--- config.mk ---
export PLATFORM = sky130hd
export DESIGN_NAME = uart_rx_cfg
export DESIGN_NICKNAME = d
export VERILOG_FILES = /design/src/rtl/uart_rx_cfg.sv
export SDC_FILE = /design/constraint.sdc
export NUM_CORES = 1
export LEC_CHECK = 0
export CAP_MARGIN = 20
export CORE_MARGIN = 5
export CORE_UTILIZATION = 45
export DETAILED_ROUTE_END_ITERATION = 16
export PLACE_DENSITY = 0.72
export SYNTH_ARGS = -nofsm -noshare
export SYNTH_HDL_FRONTEND = slang
export SYNTH_SLANG_ARGS = --single-unit
--- constraint.sdc ---
create_clock -name i_Clk -period 1.87 [get_ports i_Clk]
set_clock_uncertainty 0.15 [all_clocks]
set_input_delay 0.187 -clock i_Clk [delete_from_list [all_inputs] [get_ports i_Clk]]
set_output_delay 0.187 -clock i_Clk [all_outputs]
set_load 0.02 [all_outputs]
--- src/rtl/uart_rx_cfg.sv ---
// uart_rx_cfg -- configurable UART receiver with a ready/valid hold register.
//
// Samples an asynchronous, idle-high serial line in the middle of each bit.
// It receives start + DATA_BITS (LSB first) + optional parity + STOP_BITS.
// The completed word and its error flags are held until the consumer accepts it.
//
// Optional feature macro: UART_RX_CFG_PARITY_EN
//   defined   -> a parity bit follows the data bits and is checked
//                (PARITY_ODD selects odd/even).
//   undefined -> there is no parity bit, and o_Parity_Err is tied 0.
//
// Parameters:
//   CLKS_PER_BIT  clocks per bit period (>= 4)
//   DATA_BITS     data bits per frame (5..9)
//   STOP_BITS     stop bits per frame (1 or 2)
//   PARITY_ODD    1 = odd parity, 0 = even parity (used only with the macro)
//
// Ports:
//   i_Clk         clock; all logic runs on the rising edge
//   i_Rst_L       synchronous reset, active low
//   i_RX_Serial   asynchronous serial input, idle high
//   i_RX_Ready    consumer is ready to take the held word
//   o_RX_Valid    o_RX_Data and the error flags are valid; held until accepted
//   o_RX_Data     received word
//   o_Frame_Err   the held word had a stop bit sampled low
//   o_Parity_Err  the held word failed the parity check
//   o_Overrun     one-cycle pulse when a completed frame is dropped
//   o_Busy        receiver is not idle

module uart_rx_cfg #(
  parameter int CLKS_PER_BIT = 217,
  parameter int DATA_BITS    = 8,
  parameter int STOP_BITS    = 1,
  parameter int PARITY_ODD   = 0
) (
  input  logic                 i_Clk,
  input  logic                 i_Rst_L,
  input  logic                 i_RX_Serial,
  input  logic                 i_RX_Ready,
  output logic                 o_RX_Valid,
  output logic [DATA_BITS-1:0] o_RX_Data,
  output logic                 o_Frame_Err,
  output logic                 o_Parity_Err,
  output logic                 o_Overrun,
  output logic                 o_Busy
);

  if (CLKS_PER_BIT < 4 || DATA_BITS < 5 || DATA_BITS > 9 ||
      STOP_BITS < 1 || STOP_BITS > 2 || PARITY_ODD < 0 || PARITY_ODD > 1) begin : g_bad_cfg
    $error("uart_rx_cfg: illegal parameter combination");
  end

  localparam int CNT_W = $clog2(CLKS_PER_BIT);
  localparam int BIT_W = 4;  // covers bit index 0..8 and stop index 0..1

  localparam logic [CNT_W-1:0] CNT_LAST  = CNT_W'(CLKS_PER_BIT - 1);
  localparam logic [CNT_W-1:0] CNT_HALF  = CNT_W'((CLKS_PER_BIT - 1) / 2);
  localparam logic [BIT_W-1:0] DATA_LAST = BIT_W'(DATA_BITS - 1);
  localparam logic [BIT_W-1:0] STOP_LAST = BIT_W'(STOP_BITS - 1);

  typedef enum logic [2:0] {
    IDLE    = 3'd0,
    START   = 3'd1,
    DATA    = 3'd2,
`ifdef UART_RX_CFG_PARITY_EN
    PARITY  = 3'd3,
`endif
    STOP    = 3'd4,
    DELIVER = 3'd5
  } state_t;

  state_t state, state_nxt;

  logic                 rx_meta, rx_sync;
  logic [CNT_W-1:0]     clk_cnt;
  logic [BIT_W-1:0]     bit_idx;
  logic [DATA_BITS-1:0] rx_shift;
  logic                 frame_err_acc;
  logic                 bit_tick;
  logic                 accept_new;
  logic                 drop_new;

  // Two-flop synchronizer, reset to the idle (high) line level.
  always_ff @(posedge i_Clk) begin
    if (!i_Rst_L) begin
      rx_meta <= 1'b1;
      rx_sync <= 1'b1;
    end else begin
      rx_meta <= i_RX_Serial;
      rx_sync <= rx_meta;
    end
  end

  assign bit_tick = (clk_cnt == CNT_LAST);

  // State register.
  always_ff @(posedge i_Clk) begin
    if (!i_Rst_L) state <= IDLE;
    else          state <= state_nxt;
  end

  // Next-state logic.
  always_comb begin
    state_nxt = state;
    case (state)
      IDLE:    if (!rx_sync) state_nxt = START;
      START:   if (clk_cnt == CNT_HALF) state_nxt = rx_sync ? IDLE : DATA;
      DATA:    if (bit_tick && bit_idx == DATA_LAST)
`ifdef UART_RX_CFG_PARITY_EN
                 state_nxt = PARITY;
      PARITY:  if (bit_tick) state_nxt = STOP;
`else
                 state_nxt = STOP;
`endif
      // Completing at mid-stop leaves half a bit to return to IDLE and catch
      // a back-to-back start edge.
      STOP:    if (bit_tick && bit_idx == STOP_LAST) state_nxt = DELIVER;
      DELIVER: state_nxt = IDLE;
      default: state_nxt = IDLE;
    endcase
  end

  // Output and handshake decode.
  always_comb begin
    o_Busy     = (state != IDLE);
    accept_new = (state == DELIVER) && (!o_RX_Valid || i_RX_Ready);
    drop_new   = (state == DELIVER) && o_RX_Valid && !i_RX_Ready;
  end

  // Bit and clock counters, data shift register and the frame-error accumulator.
  always_ff @(posedge i_Clk) begin
    if (!i_Rst_L) begin
      clk_cnt       <= '0;
      bit_idx       <= '0;
      rx_shift      <= '0;
      frame_err_acc <= 1'b0;
    end else begin
      case (state)
        IDLE: begin
          clk_cnt       <= '0;
          bit_idx       <= '0;
          frame_err_acc <= 1'b0;
        end
        START: begin
          if (clk_cnt == CNT_HALF) clk_cnt <= '0;
          else                     clk_cnt <= clk_cnt + 1'b1;
        end
        DATA: begin
          if (bit_tick) begin
            clk_cnt  <= '0;
            // LSB arrives first, so shift in from the top.
            rx_shift <= {rx_sync, rx_shift[DATA_BITS-1:1]};
            bit_idx  <= (bit_idx == DATA_LAST) ? '0 : bit_idx + 1'b1;
          end else begin
            clk_cnt <= clk_cnt + 1'b1;
          end
        end
`ifdef UART_RX_CFG_PARITY_EN
        PARITY: begin
          if (bit_tick) clk_cnt <= '0;
          else          clk_cnt <= clk_cnt + 1'b1;
        end
`endif
        STOP: begin
          if (bit_tick) begin
            clk_cnt <= '0;
            bit_idx <= bit_idx + 1'b1;
            if (!rx_sync) frame_err_acc <= 1'b1;
          end else begin
            clk_cnt <= clk_cnt + 1'b1;
          end
        end
        default: ;
      endcase
    end
  end

  // Hold register: a new frame replaces the held word only when that word is
  // absent or being accepted this cycle; otherwise the new frame is dropped.
  always_ff @(posedge i_Clk) begin
    if (!i_Rst_L) begin
      o_RX_Valid  <= 1'b0;
      o_RX_Data   <= '0;
      o_Frame_Err <= 1'b0;
      o_Overrun   <= 1'b0;
    end else begin
      o_Overrun <= 1'b0;
      if (accept_new) begin
        o_RX_Valid  <= 1'b1;
        o_RX_Data   <= rx_shift;
        o_Frame_Err <= frame_err_acc;
      end else if (drop_new) begin
        o_Overrun <= 1'b1;
      end else if (o_RX_Valid && i_RX_Ready) begin
        o_RX_Valid <= 1'b0;
      end
    end
  end

`ifdef UART_RX_CFG_PARITY_EN
  localparam logic PAR_ODD = 1'(PARITY_ODD);

  logic parity_err_acc;
  logic parity_err_q;

  always_ff @(posedge i_Clk) begin
    if (!i_Rst_L) begin
      parity_err_acc <= 1'b0;
      parity_err_q   <= 1'b0;
    end else begin
      if (state == IDLE)
        parity_err_acc <= 1'b0;
      else if (state == PARITY && bit_tick)
        parity_err_acc <= ((^rx_shift) ^ rx_sync) != PAR_ODD;
      if (accept_new) parity_err_q <= parity_err_acc;
    end
  end

  assign o_Parity_Err = parity_err_q;
`else
  assign o_Parity_Err = 1'b0;
`endif

endmodule

==> run_results.csv <==
group,metric,value,unit
placement,place.gp.congestion,0.849,
die,core_area,3740,um2
routing,ant_nets,0,
critical_path,timing.rr.start,"state[2]",
cts,clk_latency,290,ps
layout,n_antenna_cell,0,
global_route,first_global_vias,1372,
status,status,"finished clean",
timing,slew_viol_final,0,
layout,final_cell_area,2210,um2
power_and_ir_drop,leakage,0.000806,uW
die,io_pins,17,
cts,post_cts_buffers,0,
worst_hold_path,min_to,"rx_sync",
critical_path,crit_buf_inv,2,
layout,drive_above_1_share,14.9,%
routing,avgRoutedWirePerCell,12.6,um
global_route,grt_max_degree,26,
power_and_ir_drop,ir_drop,0.598,mV
placement,dp_hpwl,2470,um
cts,postCtsHoldBufs,0,
routing,avgViaCountPerCell,5.25,
cts,cts_tree,"done",
synthesis,postSynthCellCount,200,
critical_path,crit_chain,"buf_4, nand2b_1, nor4_4, buf_12, mux2i_1, nor2_1",
critical_path,path_class,"flip-flop to flip-flop",
cts,cts-root-buf,"clkbuf_8",
synthesis,yosys_warnings,0,
synthesis,ys_ff_latch,37,
critical_path,slowest_delay,360,ps
synthesis,netlist_area,1780,um2
cts,htree_num_levels,2,
job,maxCapViolations,0,
routing,vias,1448,
synthesis,ys_seq_area_share,41.6,%
layout,layout_commonest_cell,"dfxtp_1",
die,fp.dieH,72.9,um
timing,finalWorstSetupSlack,120,ps
cts,clk_pin_slew_worst_paths,80,ps
timing,period_share,93.6,%
worst_hold_path,min_path_cells,1,
synthesis,syn_area_per_cell,8.90,um2
critical_path,cp_max_fo,8,
critical_path,worst_r2r_endpoint,"rx_shift[0]",
critical_path,path_delay_family,"simple AND/OR/NAND/NOR gates",
timing,setup_viol,0,
worst_hold_path,hold_class,"flip-flop to flip-flop",
timing,fmax,0.571,GHz
routing,drt_first_iter_violations,74,
global_route,antenna_found_initial,0,
critical_path,critical-path-slowest-cell,"dfxtp_2",
die,num_rows,22,
critical_path,rrSetupSlack,120,ps
global_route,overflow,0,
critical_path,r2r.worst_path.cells,6,
power_and_ir_drop,power_density,741,nW/um2
routing,route.detailed.drc,0,
die,die_area,5310,um2
worst_hold_path,worstHoldStart,"rx_meta",
synthesis,synth_fp_nets,208,
synthesis,synth-main-ff-cell,"dfxtp_1",
die,start_util,47.6,%
power_and_ir_drop,total_power,1640,uW
layout,finalNetCount,235,
timing,tns,0,ps
global_route,grt_use_total,14.1,%
cts,numCtsBuffers,5,
layout,final_cell_mix,"dfxtp_1 (35), nor2_1 (23), mux2i_1 (21), nand2_1 (21), buf_4 (17)",
critical_path,crit_arrival,1770,ps
timing,hold_viol,0,
placement,place_area,2080,um2
synthesis,ys_types,41,
placement,place_ws,80.5,ps
layout,area_growth,24.4,%
critical_path,crit_required,1890,ps
routing,drt_pass1_iterations,4,
synthesis,synth_async_sr_flop_share,0,%
placement,post-place-cells,268,
placement,portBuffers,15,
die,die_x,72.9,um
cts,cts_sinks,37,
timing,fin_crit,1750,ps
critical_path,cp-start-kind,"flip-flop",
routing,wirelength,3480,um
layout,finalNonFillerCells,276,
global_route,grt_pass1_wl,6060,um
cts,clock_path_buffers,2,
synthesis,synth-edff-count,0,
critical_path,endpoint_kind,"flip-flop",
[timing repair]
action | in CTS | in global routing
gates resized for setup | 1 | 6
pin swaps | 0 | 1
setup endpoints to repair | 1 | 18
gates cloned | 0 | 0
[layout make-up]
| type | instances | area (um2) |
|---|---|---|
| fillers | 334 | 1530 |
| multi-input cells | 144 | 977 |
| flip-flops and latches | 37 | 743 |
| repair buffers | 33 | 297 |
| clock buffers | 5 | 68.8 |
| well taps | 48 | 60.1 |
| clock inverters | 3 | 46.3 |
| inverters | 6 | 22.5 |
[cells by family after synthesis]
logic type | after synthesis | share of synthesized area, %
and+or+nand+nor | 88 | 26.6
adders and majority gates | 5 | 3.37
xor gates and xnor gates | 1 | 0.492
AOI/OAI and AO/OA | 28 | 11.2
DFF | 37 | 41.6
other | 1 | 0.211
buffers and inverters | 19 | 4.71
muxes | 21 | 11.8
[state kept, by name (all words and copies together), names as in the netlist, 3 cells and up]
register,count
bit_idx,4
clk_cnt,8
o_RX_Data,8
rx_shift,8
state,3
[synthesized netlist by cell type (3+ instances only)]
cell type   n  area share [%]
dfxtp_1    37              42
nor2_1     23             4.8
mux2i_1    21              12
nand2_1    21             4.4
nor3_1     11             3.1
buf_2       7             2.0
nand3_1     7             2.0
a21oi_1     5             1.4
clkbuf_1    5             1.1
inv_1       5             1.1
nand2b_1    5             1.8
o21a_1      5             2.1
ha_1        4             2.8
o221ai_1    4             2.0
nand3b_1    3             1.3
o21ai_0     3            0.84
[power by group]
group	switching, uW	total [uW]	internal, uW	leakage, uW
Sequential	9.84	807	797	0.000300
Combinational	80.1	148	67.5	0.000451
Clock	287	686	399	0.0000543
Total	377	1640	1260	0.000806
[per-layer routing]
| layer | wire (um) | GRT usage, % |
|---|---|---|
| met1 | 1760 | 19.3 |
| met2 | 1550 | 21.9 |
| met3 | 103 | 2.48 |
| met4 | 64 | 5.74 |
| met5 | 0 | 0 |
[through the flow]
step | util [%] | hold WS, ps
finish | 59.2 | 263
global route | 59.2 | 289
CTS | 58.5 | 266
detailed placement | 55.5 | 247
global placement | 55.5 | 238
floorplan | - | 138
[how the worst max path moves through the flow]
stage	slack (ps)	startpoint	endpoint	cells after the start
global route	-7	state[2]	rx_shift[0]	6
finish	120	state[2]	rx_shift[0]	6
detailed placement	80	bit_idx[0]	bit_idx[3]	6
global placement	100	clk_cnt[0]	rx_shift[5]	8
CTS	40	state[1]	o_Busy	2
floorplan	10	clk_cnt[0]	rx_shift[7]	6
Power figures use the tool's default switching activity.
